**config.mk**
```make
export PLATFORM = sky130hd
export DESIGN_NAME = drum_trunc_stage
export DESIGN_NICKNAME = d
export VERILOG_FILES = /design/src/rtl/drum_trunc_stage.sv
export SDC_FILE = /design/constraint.sdc
export NUM_CORES = 1
export LEC_CHECK = 0
export BUFFER_PORTS_ARGS = -buffer_cell sky130_fd_sc_hd__buf_2
export CAP_MARGIN = 20
export CORE_ASPECT_RATIO = 1.75
export CORE_MARGIN = 1
export CORE_UTILIZATION = 49
export DETAILED_ROUTE_END_ITERATION = 10
export PLACE_DENSITY_LB_ADDON = 0.12
export SETUP_SLACK_MARGIN = 0.02
export SYNTH_ARGS = -nofsm -noshare
export SYNTH_HDL_FRONTEND = slang
export SYNTH_SLANG_ARGS = --single-unit
```
**constraint.sdc**
```tcl
create_clock -name clk_i -period 2.66 [get_ports clk_i]
set_clock_uncertainty 0.2 [all_clocks]
set_input_delay 0.532 -clock clk_i [delete_from_list [all_inputs] [get_ports clk_i]]
set_output_delay 0.532 -clock clk_i [all_outputs]
set_load 0.05 [all_outputs]
```
**src/rtl/drum_trunc_stage.sv**
```systemverilog
// DRUM operand truncation: K-bit mantissa plus restore-shift, behind a 2-entry output FIFO.
// Build option: define DRUM_UNBIAS_EN to force mant[0]=1 on the truncating path.
module drum_trunc_stage #(
    parameter int WIDTH = 16,
    parameter int K     = 6
) (
    input  logic             clk_i,
    input  logic             rst_i,
    input  logic             in_valid_i,
    output logic             in_ready_o,
    input  logic [WIDTH-1:0] operand_i,
    input  logic [3:0]       lead_pos_i,
    output logic             out_valid_o,
    input  logic             out_ready_i,
    output logic [K-1:0]     mant_o,
    output logic [3:0]       shift_o,
    output logic             zero_o
);

    logic [K-1:0] mant_c;
    logic [3:0]   shift_c;
    logic         zero_c;
    logic [3:0]   shift_amt;

    assign shift_amt = lead_pos_i - 4'(K - 1);

    always_comb begin
        mant_c  = '0;
        shift_c = '0;
        zero_c  = 1'b0;
        if (operand_i == '0) begin
            zero_c = 1'b1;
        end else if (lead_pos_i < 4'(K)) begin
            mant_c = operand_i[K-1:0];
        end else begin
            // Barrel-select of the K bits ending at the leading one.
            mant_c  = K'(operand_i >> shift_amt);
            shift_c = shift_amt;
`ifdef DRUM_UNBIAS_EN
            mant_c[0] = 1'b1;
`endif
        end
    end

    logic [K-1:0] mem_mant  [2];
    logic [3:0]   mem_shift [2];
    logic         mem_zero  [2];
    logic         wr_ptr;
    logic         rd_ptr;
    logic [1:0]   count;
    logic         push;
    logic         pop;

    // Reset gating keeps the handshake and data quiet while rst_i is held.
    assign in_ready_o  = !rst_i && (count != 2'd2);
    assign out_valid_o = !rst_i && (count != 2'd0);
    assign push        = in_valid_i && in_ready_o;
    assign pop         = out_valid_o && out_ready_i;

    assign mant_o  = out_valid_o ? mem_mant[rd_ptr]  : '0;
    assign shift_o = out_valid_o ? mem_shift[rd_ptr] : '0;
    assign zero_o  = out_valid_o ? mem_zero[rd_ptr]  : 1'b0;

    always_ff @(posedge clk_i) begin
        if (rst_i) begin
            wr_ptr <= 1'b0;
            rd_ptr <= 1'b0;
            count  <= 2'd0;
        end else begin
            if (push) begin
                mem_mant[wr_ptr]  <= mant_c;
                mem_shift[wr_ptr] <= shift_c;
                mem_zero[wr_ptr]  <= zero_c;
                wr_ptr            <= !wr_ptr;
            end
            if (pop) begin
                rd_ptr <= !rd_ptr;
            end
            case ({push, pop})
                2'b10:   count <= count + 2'd1;
                2'b01:   count <= count - 2'd1;
                default: count <= count;
            endcase
        end
    end

endmodule

```
* Word-level counts from Yosys, hierarchy flattened
Memory sizes are Yosys's and may differ from the RTL's. A register that Yosys moved wholly into a read port is not among the register bits. Index checks and enable logic that the tools add are counted.
Word-level totals: flip-flop bits (word level) 4, bits in writable memories 22, bits of input ports 24, word-level logic and storage cells 42, memories 3
Operators by class: $add $sub $neg 3, magnitude comparators 1, equality and inequality tests 3, shifts and indexed selects 1, mux-type cells 18, reductions and logical operators 10
Memory list:
- mem_mant | depth 2, bits a word 6, read ports 1, clocked after Yosys merged registers in 1, write ports 1, RTL line 45 | logic [K-1:0] mem_mant [2];
- mem_shift | depth 2, bits a word 4, read ports 1, clocked after Yosys merged registers in 1, write ports 1, RTL line 46 | logic [3:0] mem_shift [2];
- mem_zero | depth 2, bits a word 1, read ports 1, clocked after Yosys merged registers in 1, write ports 1, RTL line 47 | logic mem_zero [2];
Operator list (number):
- two-way mux 6 bit | 3
- logical NOT 16 bit | 1
- right shift 16 x 4 -> 6 bit | 1
- two-way mux 4 bit | 3
- two-way mux 1 bit | 11
- logical AND 1 bit | 4
- less-than comparator 4 x 3 -> 1 bit, second input constant | 1
- case mux 2 bit (2 select lines) | 1
- nonzero test 2 bit | 2
- subtractor 4 x 3 -> 4 bit, second input constant | 1
- logical NOT 1 bit | 3
- adder 2 x 1 -> 2 bit, second input constant | 1
- equality test 2 x 1 -> 1 bit, second input constant | 1
- equality test 2 bit, second input constant | 1
- != test 2 bit, second input constant | 1
- subtractor 2 x 1 -> 2 bit, second input constant | 1

* Longest topological paths before layout
Gate-level depths: netlist of run 1.
depth in word-level cells 6, gate-level depth with buffers 10, gate-level depth less buffers 8

* Worst setup path before layout of run 1
No wires, ideal clock.
kind input to register, start point input lead_pos_i[0], end point memory mem_mant[0][0], data pin, setup time 0.283 ns, arrival time 2.294 ns, setup slack -0.117 ns, cell stages on the path 8, buffers on the path 2, path through buf_6 -> inv_2 -> ha_1 -> buf_2 -> mux2_2 -> mux4_2 -> o32ai_1 -> a21oi_1
Between the ends: word-level cells in the longest chain between the ends 4, elaborated cells between the ends (all ways) 5, classes of those cells 1 x add/sub; 1 x order compare; 1 x shift; 2 x mux
Ends and longest elaborated chain:
- start: declaration | RTL line 12 | input logic [3:0] lead_pos_i,
- subtractor 4 x 3 -> 4 bit | RTL line 25 | assign shift_amt = lead_pos_i - 4'(K - 1);
- right shift 16 x 4 -> 6 bit | RTL line 37 | mant_c = K'(operand_i >> shift_amt);
- two-way mux 6 bit (*) | RTL line 33 | end else if (lead_pos_i < 4'(K)) begin
- two-way mux 6 bit (*) | RTL line 31 | if (operand_i == '0) begin
- named net mant_c[0] | RTL line 20 | logic [K-1:0] mant_c;
- end: declaration | RTL line 45
The timed path passes the listed nets; every way through them passes the cells marked *.

* Worst setup path after layout of run 1
start point input lead_pos_i[1], end point memory mem_mant[0][0], data pin
Same word-level chain as after synthesis.

==> reports/metrics.yaml, run 1 <==
clocking:
  cts_buffer_depth: 2
  htree_levels: 1
  hold_buffers: 0
  postCtsSetupBuffers: 0
  cts_buffers: 3
  cts.repair.resized: 0
  cts_num_sinks: 27
  clk_pin_slew_ps: 80
  root_buffer: "clkbuf_8"
  clock_latency_ps: 270
  cts_tree: "yes"
synth:
  syn_inst: 164
  yosys.cell_types.count: 38
  synth_edf_count: 22
  ys_async_sr_fraction: 0
  ys_ff_latch: 27
  synth_flop_cell: "edfxtp_1"
  seq_area_frac_synth: 0.447
  synth_top_area_share: 0.388
  syn-num-nets: 190
  synth_warnings: 0
  synth_area_per_cell_um2: 10.4
  synth_top_area_cell: "edfxtp_1"
  syn_area_um2: 1700
  synthTopCellsByArea: "edfxtp_1 (39%), mux2i_1 (11%), nor2_1 (6.4%), dfxtp_1 (5.9%), mux4_2 (4.0%)"
die:
  die_h_um: 80.0
  rows: 28
  core_um2: 3360
  die_w_um: 46.6
  io_pins: 37
  die_area_um2: 3720
  start_util: 0.506
setup_path:
  cp_data_required_time_ps: 2460
  worstPathMaxFanout: 6
  path_class: "input port to register"
  crit_path_end_kind: "register"
  cp_data_arrival_time_ps: 2150
  startpoint_type: "input port"
global_routing:
  grt_pass1_vias: 1363
  grt.overflow.total: 0
  grt_max_degree: 15
  grt_pass1_wl_um: 6130
  grt_usage: 0.232
  antenna_found_initial: 0
timing:
  tightest_slew_ps: 600
  worst_slack_ps: 316
  max_freq_mhz: 427
  period_minus_slack_ps: 2340
  slew_headroom: 0.599
  rsz0062_at_grt: "no"
  maxSlewViolCount: 0
  setup_viol: 0
  hold_viol: 0
  finalCritPeriodShare: 0.881
  finalSetupTns_ps: 0
detailed_routing:
  via_per_inst: 5.66
  drcViolationCount: 0
  vias: 1415
  wl_um: 3820
  drtPass1Iterations: 4
  drt_iter0_drc: 47
  drtAntennaViolNets: 0
  wl_per_cell_um: 15.3
layout:
  final_util: 0.613
  layout-drive-gt1-share: 0.307
  nFillCells: 313
  fin_nets: 232
  area_delta_synth_final_pct: 21.0
  diodes: 0
power_and_ir_drop:
  switchingPower_mw: 0.339
  irDropWorstVdd_mv: 0.351
  p_comb_frac: 0.329
  clkPwrFrac: 0.201
  internal_power_mw: 0.741
  p_leak_nw: 0.855
  swShare: 0.314
  seqPwrFrac: 0.470
  p_per_area_nw_per_um2: 524
place:
  dpl.hpwl_um: 3220
  gp_congestion: 0.898
  portBuffers: 36
  preCtsSetupSlack_ps: 33.5
worst_hold_path:
  hold_path_class: "input port to register"
run:
  maxCapViolCount: 0
outcome:
  outcome: "completed"
Yosys cell counts (2+ instances only):
cell type  count
buf_2          3
mux2_2         5
xnor2_1        3
nor3_1         2
edfxtp_1      22
nor4_1         4
o21ai_0        6
dfxtp_1        5
xor2_1         3
mux4_2         3
clkbuf_1       2
nor2_1        29
nand2_1       13
and2_1         2
a21oi_1        8
inv_1          6
mux2i_1       19
o32ai_1        2
a211oi_1       7
ha_1           2
flip-flops by register name, indices dropped and copies added (netlist names), named ones only:
signal     cells
count          2
mem_mant      12
mem_shift      8
mem_zero       2
rd_ptr         1
wr_ptr         1
stage by stage:
stage	power, mW	instance area [um2]	hold slack [ps]	cells
after floorplan	0.767	1750	279	164
after detailed placement	0.872	2020	307	246
final	1.08	2060	309	250
after global routing	1.13	2060	322	250
after global placement	0.864	2020	296	246
after CTS	1.08	2060	308	250
cell usage in the layout, fill, tap and decap left out, types with 2 or more instances in the layout:
| cell | n |
|---|---|
| buf_2 | 36 |
| nor2_1 | 29 |
| edfxtp_1 | 22 |
| mux2i_1 | 19 |
| nand2_1 | 13 |
| a211oi_1 | 7 |
| a21oi_1 | 7 |
| buf_4 | 7 |
| inv_1 | 6 |
| o21ai_0 | 6 |
| dfxtp_1 | 5 |
| nor4_1 | 4 |
| mux2_4 | 4 |
| xor2_1 | 3 |
| xnor2_1 | 3 |
| mux4_2 | 3 |
| clkbuf_8 | 3 |
| and2_1 | 2 |
| nor3_1 | 2 |
area by class of cell:
class | count | area [um2] | area share
Multi-Input combinational cell | 123 | 917 | 0.445
Sequential cell | 27 | 761 | 0.369
Timing Repair Buffer | 44 | 253 | 0.123
Tap cell | 45 | 56.3 | 0.0273
Clock buffer | 4 | 45.0 | 0.0219
Inverter | 7 | 28.8 | 0.0140
critical path: stages:
cell	delay, ps
buf_2	100
inv_1	60
ha_4	330
mux2_4	320
mux4_2	500
o32ai_2	210
a21oi_1	90
final timing paths:
check | cells past startpoint | endpoint | from | slack, ps
hold / removal | 2 | count[1]$_SDFFE_PP0P_ | rst_i | 310
hold reg to reg | 2 | rd_ptr$_SDFFE_PP0P_ | rd_ptr$_SDFFE_PP0P_ | 330
setup / recovery | 7 | mem_mant[0][0]$_DFFE_PP_ | lead_pos_i[1] | 320
setup reg to reg | 7 | count[1]$_SDFFE_PP0P_ | count[0]$_SDFFE_PP0P_ | 480
kinds of logic after synthesis:
family,share of synthesized area
AND/OR/NAND/NOR,0.142
flip-flops,0.447
adder cells (fa/ha/maj),0.0147
multiplexers,0.200
AO/OA/AOI/OAI,0.119
XOR/XNOR,0.0404
buffers and inverters,0.0375
layer usage:
| metal | vias up | GRT usage | routed length (um) |
|---|---|---|---|
| met5 | - | 0 | 0 |
| met1 | 665 | 0.245 | 1390 |
| li1 | 691 | - | - |
| met3 | 13 | 0.0204 | 118 |
| met4 | 0 | 0.112 | 134 |
| met2 | 46 | 0.425 | 2180 |
power by group through the flow:
stage | Sequential, mW | Clock, mW | Combinational, mW
2_1_floorplan | 0.509 | 0 | 0.258
3_3_place_gp | 0.516 | 0 | 0.349
3_5_place_dp | 0.518 | 0 | 0.354
4_1_cts | 0.508 | 0.221 | 0.355
5_1_grt | 0.511 | 0.238 | 0.386
6_report | 0.507 | 0.218 | 0.355
(Power assumes the default switching activity.)
==> run 2: changes to the inputs <==
--- a/config.mk
+++ b/config.mk
@@ -12,6 +12,7 @@
 export CORE_UTILIZATION = 49
 export DETAILED_ROUTE_END_ITERATION = 10
 export PLACE_DENSITY_LB_ADDON = 0.12
+export REMOVE_ABC_BUFFERS = 1
 export SETUP_SLACK_MARGIN = 0.02
 export SYNTH_ARGS = -nofsm -noshare
 export SYNTH_HDL_FRONTEND = slang
==> reports/metrics.yaml, run 2 (synthesis results as in run 1) <==
outcome:
  outcome: "completed"
clocking:
  hold_buffers: 0  # unchanged
  cts_buffer_depth: 2  # unchanged
  root_buffer: "clkbuf_8"
  cts_tree: "yes"
  htree_levels: 1  # unchanged
  clk_pin_slew_ps: 80  # about the same
  clock_latency_ps: 260  # about the same
  postCtsSetupBuffers: 0  # unchanged
  cts.repair.resized: 0  # unchanged
  cts_num_sinks: 27  # unchanged
  cts_buffers: 3  # unchanged
die:
  core_um2: 3360  # unchanged
  start_util: 0.506  # unchanged
  rows: 28  # unchanged
  die_h_um: 80.0  # unchanged
  die_w_um: 46.6  # unchanged
  io_pins: 37  # unchanged
  die_area_um2: 3720  # unchanged
detailed_routing:
  wl_per_cell_um: 16.9  # +11%
  drtAntennaViolNets: 0  # unchanged
  via_per_inst: 5.77  # +1.9%
  drtPass1Iterations: 4  # unchanged
  vias: 1476  # +4.3%
  drcViolationCount: 0  # unchanged
  wl_um: 4330  # +13%
  drt_iter0_drc: 39  # -17%
timing:
  tightest_slew_ps: 623  # +22.9 ps
  setup_viol: 0  # unchanged
  hold_viol: 0  # unchanged
  slew_headroom: 0.584  # -0.0153
  worst_slack_ps: 167  # -149 ps
  period_minus_slack_ps: 2490  # +149 ps
  finalCritPeriodShare: 0.937  # +0.0558
  finalSetupTns_ps: 0  # unchanged
  maxSlewViolCount: 0  # unchanged
  timing.hold.ws_ps: 306  # -3.01 ps
  max_freq_mhz: 401  # -6.0%
  rsz0062_at_grt: "no"
layout:
  reg_top3: "mem_mant (12), mem_shift (8)"
  diodes: 0  # unchanged
  area_delta_synth_final_pct: 21.2
  final_cells: 256  # +2.4%
  final_common_cell: "buf_2"
  finish.instance_area_um2: 2060  # +0.18%
  final_util: 0.614  # +0.00112
  final_cell_mix: "buf_2 (36), nor2_1 (29), edfxtp_1 (22)"
  top_register: "mem_mant"
  largest_reg_flops: 12  # unchanged
  nFillCells: 313  # unchanged
  layout-drive-gt1-share: 0.313  # +0.00548
  fin_nets: 238  # +2.6%
global_routing:
  grt_pass1_wl_um: 6890  # +12%
  grt.overflow.total: 0  # unchanged
  grt_usage: 0.264  # +0.0312
  grt_pass1_vias: 1490  # +9.3%
  grt_max_degree: 15  # unchanged
  antenna_found_initial: 0  # unchanged
setup_path:
  slowest_delay_ps: 490  # about the same
  worstPathMaxFanout: 7  # +1
  cp_data_required_time_ps: 2470  # about the same
  cp_cell_sequence: "buf_2, inv_1, ha_1, mux2_2, mux4_2, o32ai_1, a21oi_1"
  startpoint_type: "input port"
  crit_path_end_kind: "register"
  ff2ff_path_depth: 7  # unchanged
  path_class: "input port to register"
  crit_path_top_delay_cell: "mux4_2"
  cp_data_arrival_time_ps: 2300  # +150 ps
power_and_ir_drop:
  switchingPower_mw: 0.348  # +2.6%
  p_total_mw: 1.09  # +1.0%
  swShare: 0.319  # +0.00488
  clkPwrFrac: 0.201  # about the same
  irDropWorstVdd_mv: 0.237  # -32%
  p_per_area_nw_per_um2: 528  # +0.84%
  p_comb_frac: 0.334  # +0.005
  internal_power_mw: 0.743  # +0.30%
  p_leak_nw: 0.864  # +1.1%
  seqPwrFrac: 0.465  # -0.005
place:
  portBuffers: 36  # unchanged
  preCtsSetupSlack_ps: -116  # -150 ps
  dp.cells: 252  # +2.4%
  place_area_um2: 2020  # +0.19%
  dpl.hpwl_um: 3530  # +9.8%
  gp_congestion: 0.967  # +7.7%
run:
  maxCapViolCount: 0  # unchanged
worst_hold_path:
  hold_path_class: "input port to register"
  whs_path_depth: 2  # unchanged
## run 2: path summary, 6_finish.rpt
path                                    to  slack (ps)                   from
setup reg to reg     count[1]$_SDFFE_PP0P_         480  count[0]$_SDFFE_PP0P_
hold / removal       count[1]$_SDFFE_PP0P_         310                  rst_i
hold reg to reg      count[1]$_SDFFE_PP0P_         320  count[1]$_SDFFE_PP0P_
setup / recovery  mem_mant[1][0]$_DFFE_PP_         170          lead_pos_i[1]
## run 2: critical path, delay by kind of cell
family / cells / cell delay, ps
muxes: 2 / 880
AOI/OAI and AO/OA: 2 / 330
adders and majority gates: 1 / 410
buffers and inverters: 2 / 150
## run 2: metal layers
layer | track usage | wire, um | up-vias
li1 | - | - | 700
met1 | 0.248 | 1480 | 710
met2 | 0.493 | 2520 | 54
met3 | 0.0226 | 107 | 12
met4 | 0.165 | 218 | 0
met5 | 0 | 0 | -
## run 2: power by group through the flow
stage | registers [mW] | clock network [mW] | logic [mW]
final | 0.507 | 0.220 | 0.364
after global routing | 0.511 | 0.242 | 0.393
after CTS | 0.508 | 0.225 | 0.363
after global placement | 0.515 | 0 | 0.352
after detailed placement | 0.518 | 0 | 0.362
after floorplan | 0.513 | 0 | 0.232
## run 2: area by class of cell
cell class | instances | area [um2] | share of cell area
multi-input combinational | 123 | 878 | 0.425
sequential | 27 | 761 | 0.368
timing repair buffer | 50 | 298 | 0.144
tap | 45 | 56.3 | 0.0273
clock buffer | 4 | 45.0 | 0.0218
inverter | 7 | 26.3 | 0.0127
==> run 3: changes to the inputs <==
--- a/config.mk
+++ b/config.mk
@@ -11,6 +11,7 @@
 export CORE_MARGIN = 1
 export CORE_UTILIZATION = 49
 export DETAILED_ROUTE_END_ITERATION = 10
+export GPL_TIMING_DRIVEN = 0
 export PLACE_DENSITY_LB_ADDON = 0.12
 export REMOVE_ABC_BUFFERS = 1
 export SETUP_SLACK_MARGIN = 0.02
==> reports/metrics.yaml, run 3 (synthesis results as in run 1) <==
detailed_routing:
  wl_per_cell_um: 16.0  # -5.6%
  drtAntennaViolNets: 0  # unchanged
  drtPass1Iterations: 4  # unchanged
  drt_iter0_drc: 34  # -13%
  drcViolationCount: 0  # unchanged
  wl_um: 3930  # -9.3%
  vias: 1472  # -0.27%
  via_per_inst: 5.98  # +3.8%
timing:
  tightest_slew_ps: 960  # +336 ps
  period_minus_slack_ps: 2530  # +39.3 ps
  hold_viol: 0  # unchanged
  finalSetupTns_ps: 0  # unchanged
  max_freq_mhz: 395  # -1.6%
  rsz0062_at_grt: "no"
  slew_headroom: 0.358  # -0.226
  maxSlewViolCount: 0  # unchanged
  finalCritPeriodShare: 0.952  # +0.0148
  setup_viol: 0  # unchanged
clocking:
  cts_num_sinks: 27  # unchanged
  cts_tree: "yes"
  clk_pin_slew_ps: 90  # about the same
  cts_buffer_depth: 2  # unchanged
  clock_latency_ps: 270  # about the same
  htree_levels: 1  # unchanged
  root_buffer: "clkbuf_8"
  cts_buffers: 3  # unchanged
  hold_buffers: 0  # unchanged
global_routing:
  grt.overflow.total: 0  # unchanged
  grt_pass1_wl_um: 6020  # -13%
  grt_usage: 0.230  # -0.0336
  antenna_found_initial: 0  # unchanged
  grt_pass1_vias: 1378  # -7.5%
  grt_max_degree: 15  # unchanged
power_and_ir_drop:
  p_total_mw: 1.08  # -1.3%
  p_per_area_nw_per_um2: 534  # +0.98%
  switchingPower_mw: 0.346  # -0.49%
  irDropWorstVdd_mv: 0.274  # +16%
  internal_power_mw: 0.730  # -1.7%
  p_comb_frac: 0.320  # -0.014
  p_leak_nw: 0.817  # -5.4%
  seqPwrFrac: 0.472  # +0.007
  swShare: 0.322  # +0.00277
  clkPwrFrac: 0.209  # +0.008
layout:
  diodes: 0  # unchanged
  final_cell_mix: "buf_2 (35), nor2_1 (29), edfxtp_1 (22)"
  final_cells: 246  # -3.9%
  area_delta_synth_final_pct: 18.4
  final_util: 0.600  # -0.0141
  top_register: "mem_mant"
  fin_nets: 228  # -4.2%
  final_common_cell: "buf_2"
  reg_top3: "mem_mant (12), mem_shift (8)"
  largest_reg_flops: 12  # unchanged
  layout-drive-gt1-share: 0.289  # -0.0242
setup_path:
  crit_path_end_kind: "register"
  startpoint_type: "input port"
  crit_path_start: "lead_pos_i[0]"
  rrSetupSlack_ps: 480  # about the same
  cp_data_arrival_time_ps: 2310  # about the same
  worstPathMaxFanout: 14  # +7
  path_class: "input port to register"
  reg2reg_from: "count[0]$_SDFFE_PP0P_"
  cp_data_required_time_ps: 2440  # -30 ps
die:
  core_um2: 3360  # unchanged
  die_area_um2: 3720  # unchanged
  rows: 28  # unchanged
  die_w_um: 46.6  # unchanged
  io_pins: 37  # unchanged
  die_h_um: 80.0  # unchanged
  start_util: 0.506  # unchanged
place:
  dpl.hpwl_um: 3030  # -14%
  dp.cells: 238  # -5.6%
  portBuffers: 36  # unchanged
  gp_congestion: 0.891  # -7.8%
worst_hold_path:
  hp-start: "rst_i"
  hold_path_class: "input port to register"
outcome:
  outcome: "completed"
run:
  maxCapViolCount: 0  # unchanged
[run 3: final timing paths]
kind | depth (start not counted) | end
worst max register to register | 7 | count[1]$_SDFFE_PP0P_
worst max-delay path | 7 | mem_mant[0][0]$_DFFE_PP_
worst min register to register | 2 | count[1]$_SDFFE_PP0P_
worst min-delay path | 2 | count[1]$_SDFFE_PP0P_
[run 3: what timing repair did]
action	in CTS	in global routing
endpoints found under the setup margin	12	4
pin swaps	2	0
buffers inserted	4	0
gates resized for setup	4	4
[run 3: stage by stage]
| step | setup WS, ps | hold WS, ps | instance area (um2) |
|---|---|---|---|
| detailed placement | -886 | 308 | 1900 |
| global route | 71.3 | 313 | 2020 |
| CTS | 31.8 | 304 | 2000 |
| finish | 128 | 305 | 2020 |
| global placement | -822 | 285 | 1900 |
| floorplan | -237 | 265 | 1670 |
[run 3: layout make-up]
cell class | instances | area [um2]
multi-input combinational | 123 | 910
fill | 320 | 1350
timing repair buffer | 40 | 216
sequential | 27 | 761
clock buffer | 4 | 45.0
tap | 45 | 56.3
inverter | 7 | 28.8
[run 3: power groups by stage]
stage          sequential (mW)  combinational [mW]  clock (mW)
2_1_floorplan            0.513               0.232           0
3_3_place_gp             0.516               0.309           0
3_5_place_dp             0.518               0.319           0
4_1_cts                  0.508               0.337       0.229
5_1_grt                  0.510               0.369       0.245
6_report                 0.508               0.344       0.225
[run 3: routing by layer]
metal,track usage,routed length (um),vias to the layer above
li1,-,-,683
met1,0.208,1310,715
met2,0.428,2300,55
met3,0.0226,122,19
met4,0.162,195,0
met5,0,0,-
[run 3: worst max-delay path: stages]
cell	delay (ps)
buf_6	150
inv_4	90
ha_4	330
mux2_2	380
mux4_2	500
o32ai_2	220
a21oi_1	90
